===== config.mk =====
export PLATFORM = sky130hd
export DESIGN_NAME = kernel_scheduler
export DESIGN_NICKNAME = d
export VERILOG_FILES = /design/src/rtl/kernel_scheduler.sv
export SDC_FILE = /design/constraint.sdc
export NUM_CORES = 1
export LEC_CHECK = 0
export CORE_MARGIN = 2
export CORE_UTILIZATION = 38
export CTS_CLUSTER_DIAMETER = 80
export DETAILED_ROUTE_END_ITERATION = 10
export MAX_ROUTING_LAYER = met4
export PLACE_DENSITY = 0.92
export RECOVER_POWER = 25
export SETUP_SLACK_MARGIN = 0.5
export SLEW_MARGIN = 10
export SYNTH_ARGS = -nofsm -noshare
export SYNTH_HDL_FRONTEND = slang
export SYNTH_SLANG_ARGS = --single-unit

===== constraint.sdc =====
create_clock -name clk_in -period 2.05 [get_ports clk_in]
set_input_delay 0.41 -clock clk_in [delete_from_list [all_inputs] [get_ports clk_in]]
set_output_delay 0.41 -clock clk_in [all_outputs]
set_load 0.01 [all_outputs]

===== src/rtl/kernel_scheduler.sv =====
// -----------------------------------------------------------------------------
// kernel_scheduler
//
// Purpose:
//   Owns the 3x3 convolution kernel selection for the camera filter pipeline.
//   Kernel-change requests arrive on a valid/ready handshake, are held until
//   the next frame boundary, and are then committed.  The new coefficient set
//   and shift are driven onto the convolution datapath.  A flush window
//   follows each switch so that the downstream frame buffer drops pixels
//   computed with a mix of the old and new kernels.
//
// Parameters:
//   DEFAULT_KERNEL  kernel index active out of reset (0..3)
//   FLUSH_CYCLES    cycles flush_out stays high after a commit (0 = no flush)
//   AUTO_FRAMES     frames per kernel in auto-cycle mode (1..255)
//
// Ports:
//   clk_in             in   1   system clock
//   rst_in             in   1   asynchronous, active-high reset
//   new_frame_in       in   1   one-cycle pulse at the start of each frame
//   req_valid_in       in   1   kernel-change request present
//   req_kernel_in      in   2   requested kernel index
//   req_ready_out      out  1   request can be accepted this cycle
//   auto_in            in   1   auto-cycle enable (needs the optional feature)
//   coeffs_out         out  72  signed 8-bit coefficients; row r, column c at
//                               bits [8*(3r+c)+7 : 8*(3r+c)]
//   shift_out          out  8   signed right shift applied after accumulation
//   active_kernel_out  out  2   kernel currently driven
//   flush_out          out  1   downstream discards output pixels while high
//
// Optional feature (compile-time macro KERNEL_SCHED_AUTOCYCLE_EN):
//   When defined, auto_in = 1 makes the scheduler step to the next kernel
//   (wrapping 3 -> 0) every AUTO_FRAMES frames while no user request is
//   being handled.  When undefined, auto_in is ignored and no frame counter
//   is built.
// -----------------------------------------------------------------------------
module kernel_scheduler #(
    parameter int unsigned DEFAULT_KERNEL = 0,
    parameter int unsigned FLUSH_CYCLES   = 8,
    parameter int unsigned AUTO_FRAMES    = 60
) (
    input  logic        clk_in,
    input  logic        rst_in,
    input  logic        new_frame_in,
    input  logic        req_valid_in,
    input  logic [1:0]  req_kernel_in,
    output logic        req_ready_out,
    input  logic        auto_in,
    output logic [71:0] coeffs_out,
    output logic [7:0]  shift_out,
    output logic [1:0]  active_kernel_out,
    output logic        flush_out
);

    typedef enum logic [1:0] {
        ST_RUN   = 2'd0,
        ST_PEND  = 2'd1,
        ST_FLUSH = 2'd2
    } state_t;

    // The flush counter is loaded with FLUSH_CYCLES-1 and the FLUSH state
    // exits when it reaches zero, so it needs to hold values up to
    // FLUSH_CYCLES-1 only.
    localparam int unsigned     CNT_W       = (FLUSH_CYCLES > 1) ? $clog2(FLUSH_CYCLES) : 1;
    localparam logic [CNT_W-1:0] FLUSH_LOAD = CNT_W'((FLUSH_CYCLES > 0) ? FLUSH_CYCLES - 1 : 0);
    localparam logic             HAS_FLUSH  = (FLUSH_CYCLES != 0);
    localparam logic [1:0]       DEFAULT_IDX = 2'(DEFAULT_KERNEL);

    // -------------------------------------------------------------------------
    // Kernel table.  Bytes are listed most-significant first, i.e. from
    // (r2,c2) down to (r0,c0).
    // -------------------------------------------------------------------------
    function automatic logic [71:0] kernel_coeffs(input logic [1:0] idx);
        logic [71:0] v;
        case (idx)
            // identity: centre = 1
            2'd0: v = {8'h00, 8'h00, 8'h00,  8'h00, 8'h01, 8'h00,  8'h00, 8'h00, 8'h00};
            // Gaussian: 1 2 1 / 2 4 2 / 1 2 1
            2'd1: v = {8'h01, 8'h02, 8'h01,  8'h02, 8'h04, 8'h02,  8'h01, 8'h02, 8'h01};
            // Sobel-X: 1 0 -1 / 2 0 -2 / 1 0 -1
            2'd2: v = {8'hFF, 8'h00, 8'h01,  8'hFE, 8'h00, 8'h02,  8'hFF, 8'h00, 8'h01};
            // Sobel-Y: -1 -2 -1 / 0 0 0 / 1 2 1
            default: v = {8'h01, 8'h02, 8'h01,  8'h00, 8'h00, 8'h00,  8'hFF, 8'hFE, 8'hFF};
        endcase
        return v;
    endfunction

    function automatic logic [7:0] kernel_shift(input logic [1:0] idx);
        return (idx == 2'd1) ? 8'sd4 : 8'sd0;
    endfunction

    // -------------------------------------------------------------------------
    // Registers and combinational next-state signals
    // -------------------------------------------------------------------------
    state_t             r_state;
    logic [1:0]         r_active;
    logic [1:0]         r_pending;
    logic [CNT_W-1:0]   r_flush_cnt;
    logic               r_flush;
    logic [71:0]        r_coeffs;
    logic [7:0]         r_shift;

    state_t             w_next_state;
    logic [1:0]         w_next_active;
    logic [1:0]         w_next_pending;
    logic               w_commit;
    logic               w_xfer;
    logic               w_auto_commit;

    assign req_ready_out = (r_state == ST_RUN) && !rst_in;
    assign w_xfer        = req_valid_in && req_ready_out;

    // -------------------------------------------------------------------------
    // Optional auto-cycle frame counter
    // -------------------------------------------------------------------------
`ifdef KERNEL_SCHED_AUTOCYCLE_EN
    logic [7:0] r_frame_cnt;

    // A user transfer takes priority, so the auto step only fires on a frame
    // pulse in which no transfer happens.
    assign w_auto_commit = auto_in && (r_state == ST_RUN) && new_frame_in && !w_xfer &&
                           (r_frame_cnt == 8'(AUTO_FRAMES - 1));

    always_ff @(posedge clk_in or posedge rst_in) begin
        if (rst_in) begin
            r_frame_cnt <= 8'd0;
        end else if (!auto_in || w_xfer || w_auto_commit) begin
            r_frame_cnt <= 8'd0;
        end else if ((r_state == ST_RUN) && new_frame_in) begin
            r_frame_cnt <= r_frame_cnt + 8'd1;
        end
    end
`else
    logic w_unused_auto;

    assign w_unused_auto = auto_in;
    assign w_auto_commit = 1'b0;
`endif

    // -------------------------------------------------------------------------
    // Next-state logic
    // -------------------------------------------------------------------------
    always_comb begin
        // NOTE: every signal driven here gets a default first, so no path
        // through the case leaves a value unassigned and infers a latch.
        w_next_state   = r_state;
        w_next_active  = r_active;
        w_next_pending = r_pending;
        w_commit       = 1'b0;

        case (r_state)
            ST_RUN: begin
                if (w_xfer && (req_kernel_in != r_active)) begin
                    if (new_frame_in) begin
                        // Request lands on a frame boundary: no waiting.
                        w_next_active = req_kernel_in;
                        w_commit      = 1'b1;
                    end else begin
                        w_next_pending = req_kernel_in;
                        w_next_state   = ST_PEND;
                    end
                end else if (w_auto_commit) begin
                    w_next_active = r_active + 2'd1;
                    w_commit      = 1'b1;
                end
            end

            ST_PEND: begin
                if (new_frame_in) begin
                    w_next_active = r_pending;
                    w_commit      = 1'b1;
                end
            end

            ST_FLUSH: begin
                if (r_flush_cnt == '0) begin
                    w_next_state = ST_RUN;
                end
            end

            default: begin
                w_next_state = ST_RUN;
            end
        endcase

        if (w_commit) begin
            w_next_state = HAS_FLUSH ? ST_FLUSH : ST_RUN;
        end
    end

    // -------------------------------------------------------------------------
    // State registers
    // -------------------------------------------------------------------------
    always_ff @(posedge clk_in or posedge rst_in) begin
        if (rst_in) begin
            r_state   <= ST_RUN;
            r_active  <= DEFAULT_IDX;
            r_pending <= 2'd0;
        end else begin
            // NOTE: non-blocking assignments make every register sample the
            // pre-edge values, independent of statement order.
            r_state   <= w_next_state;
            r_active  <= w_next_active;
            r_pending <= w_next_pending;
        end
    end

    // The FLUSH state lasts FLUSH_CYCLES cycles; the counter is reloaded on
    // every commit and counts down while in FLUSH.
    always_ff @(posedge clk_in or posedge rst_in) begin
        if (rst_in) begin
            r_flush_cnt <= '0;
        end else if (w_commit && HAS_FLUSH) begin
            r_flush_cnt <= FLUSH_LOAD;
        end else if ((r_state == ST_FLUSH) && (r_flush_cnt != '0)) begin
            r_flush_cnt <= r_flush_cnt - 1'b1;
        end
    end

    // flush_out trails the FLUSH state by one cycle so that it lines up with
    // the coefficient register, which itself trails the active index.
    always_ff @(posedge clk_in or posedge rst_in) begin
        if (rst_in) begin
            r_flush <= 1'b0;
        end else begin
            r_flush <= (r_state == ST_FLUSH);
        end
    end

    // NOTE: the kernel table is constant logic rather than storage, so only
    // the output register holding the selected entry needs a reset value.
    always_ff @(posedge clk_in or posedge rst_in) begin
        if (rst_in) begin
            r_coeffs <= 72'd0;
            r_shift  <= 8'd0;
        end else begin
            r_coeffs <= kernel_coeffs(r_active);
            r_shift  <= kernel_shift(r_active);
        end
    end

    assign coeffs_out        = r_coeffs;
    assign shift_out         = r_shift;
    assign active_kernel_out = r_active;
    assign flush_out         = r_flush;

endmodule


======== Word level (Yosys, flattened, before mapping) ========
Cells that the tools add are included.
storage, ports and cells
  bits in registers ....................... 85
  input bits .............................. 7
  logic and storage cells ................. 51
operators by class
  $add $sub $neg .......................... 1
  equal/unequal tests ..................... 12
  muxes and demuxes ....................... 16
  bitwise operators ....................... 1
  reductions and logical operators ........ 14
operators with widths
  kind                                                                   number
  72-bit one-hot mux with 3 select lines                                 1
  2-bit 2-to-1 mux                                                       7
  3-bit 2-to-1 mux                                                       3
  4-bit AND reduction                                                    2
  2-bit != test, second input constant                                   3
  3-bit != test, second input constant                                   2
  2-bit one-hot mux with 3 select lines                                  1
  2-bit by 1-bit equality test with 1-bit output, second input constant  2
  2-bit equality test, second input constant                             2
  1-bit logical AND                                                      4
  2-bit logical NOT                                                      2
  2-bit one-hot mux with 2 select lines                                  1
  2-bit nonzero test                                                     2
  3-bit logical NOT                                                      1
  3-bit by 2-bit != test with 1-bit output, second input constant        1
  3-bit AND reduction                                                    1
  3-bit nonzero test                                                     1
  3-bit by 1-bit subtractor with 3-bit output, second input constant     1
  1-bit 2-to-1 mux                                                       2
  2-bit by 1-bit != test with 1-bit output, second input constant        1
  2-bit != test                                                          1
  1-bit one-hot mux with 2 select lines                                  1
  1-bit logical NOT                                                      1
  1-bit NOT                                                              1

======== Logic depth before layout (Yosys ltp) ========
  depth in word-level cells ............... 8
  depth in mapped cells ................... 7
  mapped depth without buffers ............ 7

======== Least setup slack after synthesis ========
Ideal clock, no wire load.
  kind .................................... input port to flip-flop
  start point ............................. input port rst_in
  end point ............................... register r_pending[0]
  arrival time ............................ 1.467 ns
  required time ........................... 1.925 ns
  setup slack ............................. 0.458 ns
  stages on the path ...................... 4
  buffers on the path ..................... 0
  cell sequence ........................... inv_1 o211a_4 nand2_4 mux2_4
between the ends
  longest elaborated chain between the ends .. 5
RTL lines
  element                        RTL line  source
  start, declared                43        input logic rst_in,
  1-bit logical NOT (no line)    n/a
  1-bit logical AND              110       assign req_ready_out = (r_state == ST_RUN) && !rst_in;
  1-bit logical AND              111       assign w_xfer = req_valid_in && req_ready_out;
  1-bit logical AND              153       if (w_xfer && (req_kernel_in != r_active)) begin
  3-bit AND reduction (no line)  n/a
  end signal, assigned           204       r_pending <= w_next_pending;
  end, declared                  97        logic [1:0] r_pending;
Every way passes these cells.
A chain may end at the register's enable or synchronous reset.

==> flow_summary.yaml <==
routing:
  drt-met1-wl_um: 794
  topRoutingLayerUsed: "met4"
  vias_per_cell: 3.82
  drt_iter0_drc: 6
  drc: 0
  route.met2.wl_um: 1240
  antenna_left: 0
  wl_per_cell_um: 10.5
  num_vias: 828
  drt_wl_total_um: 2280
  firstDrtPassIters: 3
  wl_met3_um: 189
synth:
  synth_area_um2: 1340
  synth_top_family_by_area: "buffers and inverters"
  synth-seq-cells: 18
  synthXorXnorAreaFrac: 0.0131
  synth_compound_area_frac: 0.0439
  synth_most_common_cell: "buf_4"
  yosysUniqueCellTypes: 18
  seq_area_frac_synth: 0.336
  async_reset_ff_frac: 1.00
  synth.top_cells.by_count: "72 x buf_4, 18 x dfrtp_1, 7 x ha_1, 7 x inv_1"
  syn_inst: 135
  synth.top_cell.area_share: 0.404
  synth-simple-area-share: 0.0626
  yosysTopAreaCell: "buf_4"
  yosys_warnings: 0
  yosys.area_share.adder: 0.0654
  synth_ff_type: "dfrtp_1"
  synth-edff-count: 0
  syn_avg_cell_area_um2: 9.92
  synthMuxAreaShare: 0.0523
  synthTopCellsByArea: "buf_4 40%, dfrtp_1 34%, ha_1 6.5%, mux2i_1 3.0%, mux2_4 2.2%"
power_and_ir_drop:
  p_leak_nw: 0.864
  powerDensity_nw_per_um2: 1480
  max-vdd-ir-drop_mv: 0.611
  p_total_mw: 2.36
global_routing:
  grt_pass1_wl_um: 3420
  antenna_found_initial: 0
  grt_max_degree: 19
  track_usage: 0.114
  grt_remaining_overflow: 0
  first_global_vias: 714
setup_path:
  crit_required_ns: 1.64
  critical_path_class: "reg -> out"
  critical_path_depth: 2
  cp_cell_sequence: "buf_4 -> dlygate4sd2_1"
  ff2ff_path_depth: 5
  end_kind: "primary output"
  startpoint_type: "flop"
  crit_path_max_incr_delay_ns: 0.42
  crit_fanout: 6
  r2r-end: "active_kernel_out[1]$_DFFE_PP0P_"
  path_buf_inv: 2
  r2r_start: "active_kernel_out[1]$_DFFE_PP0P_"
  path_delay_family: "buffers and inverters"
  critPathSlowestCell: "dfrtp_2"
  worstPathArrival_ns: 1.15
  reg2reg_slack_ns: 0.55
floorplan:
  pin_count: 91
  die_width_um: 63.4
  initial_core_util: 0.398
  fp.dieArea_um2: 4010
  rows: 21
  die_h_um: 63.4
  coreArea_um2: 3360
cts:
  insertion_delay_ns: 0.31
  clk_pin_slew_worst_paths_ns: 0.10
  cts-hold-fix-buffers: 0
  ctsRootBufferMaster: "clkbuf_4"
  htreeDepth: 1
  cts_tree: "built"
  cts.sinks: 18
  cts_buffers: 3
  clockBufferDepth: 2
timing:
  finalCritPeriodShare: 0.759
  rsz0062_at_grt: "true"
  fin_skew_ns: 0.00690
  finalHoldViolations: 0
  fin_tns_setup_ns: 0
  finalMaxSlewViolations: 0
  fin_crit_ns: 1.56
  worst_slew_pin_slew_ns: 0.919
  relSlewSlack: 0.387
  setup_violations: 0
  max_freq_mhz: 643
placed_design:
  dpl_cell_area_um2: 1540
  io_buffer_count: 53
  place_congestion: 0.725
  dpl.hpwl_um: 1590
finish:
  nets: 186
  n_antenna_cell: 0
  fin_util: 0.474
  layout-drive-gt1-share: 0.263
  postLayoutCellArea_um2: 1590
  area_growth_pct: 19.0
job:
  maxCapViolCount: 0
min_path:
  min_from: "r_state[0]$_DFFE_PP0P_"
  hold_class: "reg -> reg"
  hold_end: "flush_out$_DFF_PP0_"
  min_path_cells: 1
run_status:
  status: "complete, no violations"
## how the worst max path moves through the flow
stage                                         from                        to  slack (ns)
after global routing      coeffs_out[23]$_DFF_PP0_            coeffs_out[21]        0.46
after detailed placement                    rst_in             req_ready_out        0.11
after CTS                   r_state[1]$_DFFE_PP0P_             req_ready_out        0.40
final                     coeffs_out[23]$_DFF_PP0_            coeffs_out[22]        0.49
after global placement                      rst_in             req_ready_out        0.12
after floorplan                             rst_in  r_pending[0]$_DFFE_PP0P_        0.61
## flip-flops by register name, summed over array words and instances (netlist names)
name,count
active_kernel_out,2
r_pending,2
flush_out,1
r_flush_cnt,3
coeffs_out,8
r_state,2
## layout make-up
cell class,count,area [um^2]
multi-input cells,73,460
flip-flops and latches,18,459
repair buffers,69,552
fillers,332,1770
well taps,46,57.6
inverters,7,27.5
clock buffers,4,36.3
## layout by cell type, fill, tap and decap left out
master	synthesis	layout
nand2_1	4	3
clkbuf_2	0	12
a21oi_1	2	2
mux2_4	2	2
mux2i_1	4	4
xor2_1	2	2
o211ai_1	2	2
nor2_1	3	3
clkbuf_1	0	4
dfrtp_1	18	11
buf_6	0	1
inv_1	7	6
dfrtp_2	0	7
nand2_4	1	1
clkdlybuf4s15_1	0	19
clkbuf_4	0	5
ha_1	7	7
clkdlybuf4s50_1	0	2
nor3_2	0	1
nand2_2	0	1
buf_2	0	1
nor3_1	3	2
clkbuf_8	0	1
o21ai_4	1	1
conb_1	1	36
or2_2	2	2
clkinvlp_2	0	1
dlygate4sd2_1	0	20
buf_4	72	8
o211a_4	1	1
nor2b_1	3	3
## repair_timing
item                                    4_1_cts  5_1_grt
gates resized for setup                      73       33
pin swaps                                     2        2
buffers inserted                              9        5
hold endpoints to repair                      0        0
endpoints found under the setup margin       50       30
## stage by stage
stage          hold WS [ns]  instances  setup slack [ns]
6_report              0.471        217             0.494
5_1_grt               0.493        217             0.458
3_3_place_gp          0.490        199             0.122
2_1_floorplan         0.259        170             0.608
3_5_place_dp          0.499        199             0.112
4_1_cts               0.439        212             0.400
## cells by family (layout without fill, tap and decap cells)
group,after synthesis,count (layout)
AOI/OAI and AO/OA,6,6
xor gates and xnor gates,2,2
adders and majority gates,7,7
buffers and inverters,79,80
DFF,18,18
muxes,6,6
other,1,36
and+or+nand+nor,16,16
## layer usage
layer,GRT usage,vias to the layer above
li1,-,384
met1,0.106,389
met2,0.224,50
met3,0.0107,5
met4,0.0652,0
met5,-,-
## where the power goes
part           switching [mW]  total (mW)  internal, mW
logic                   0.774        1.51         0.739
clock network           0.114       0.223         0.109
registers              0.0872       0.624         0.536
total                   0.976        2.36          1.38
Note: power is estimated with default switching activity, not from simulation.
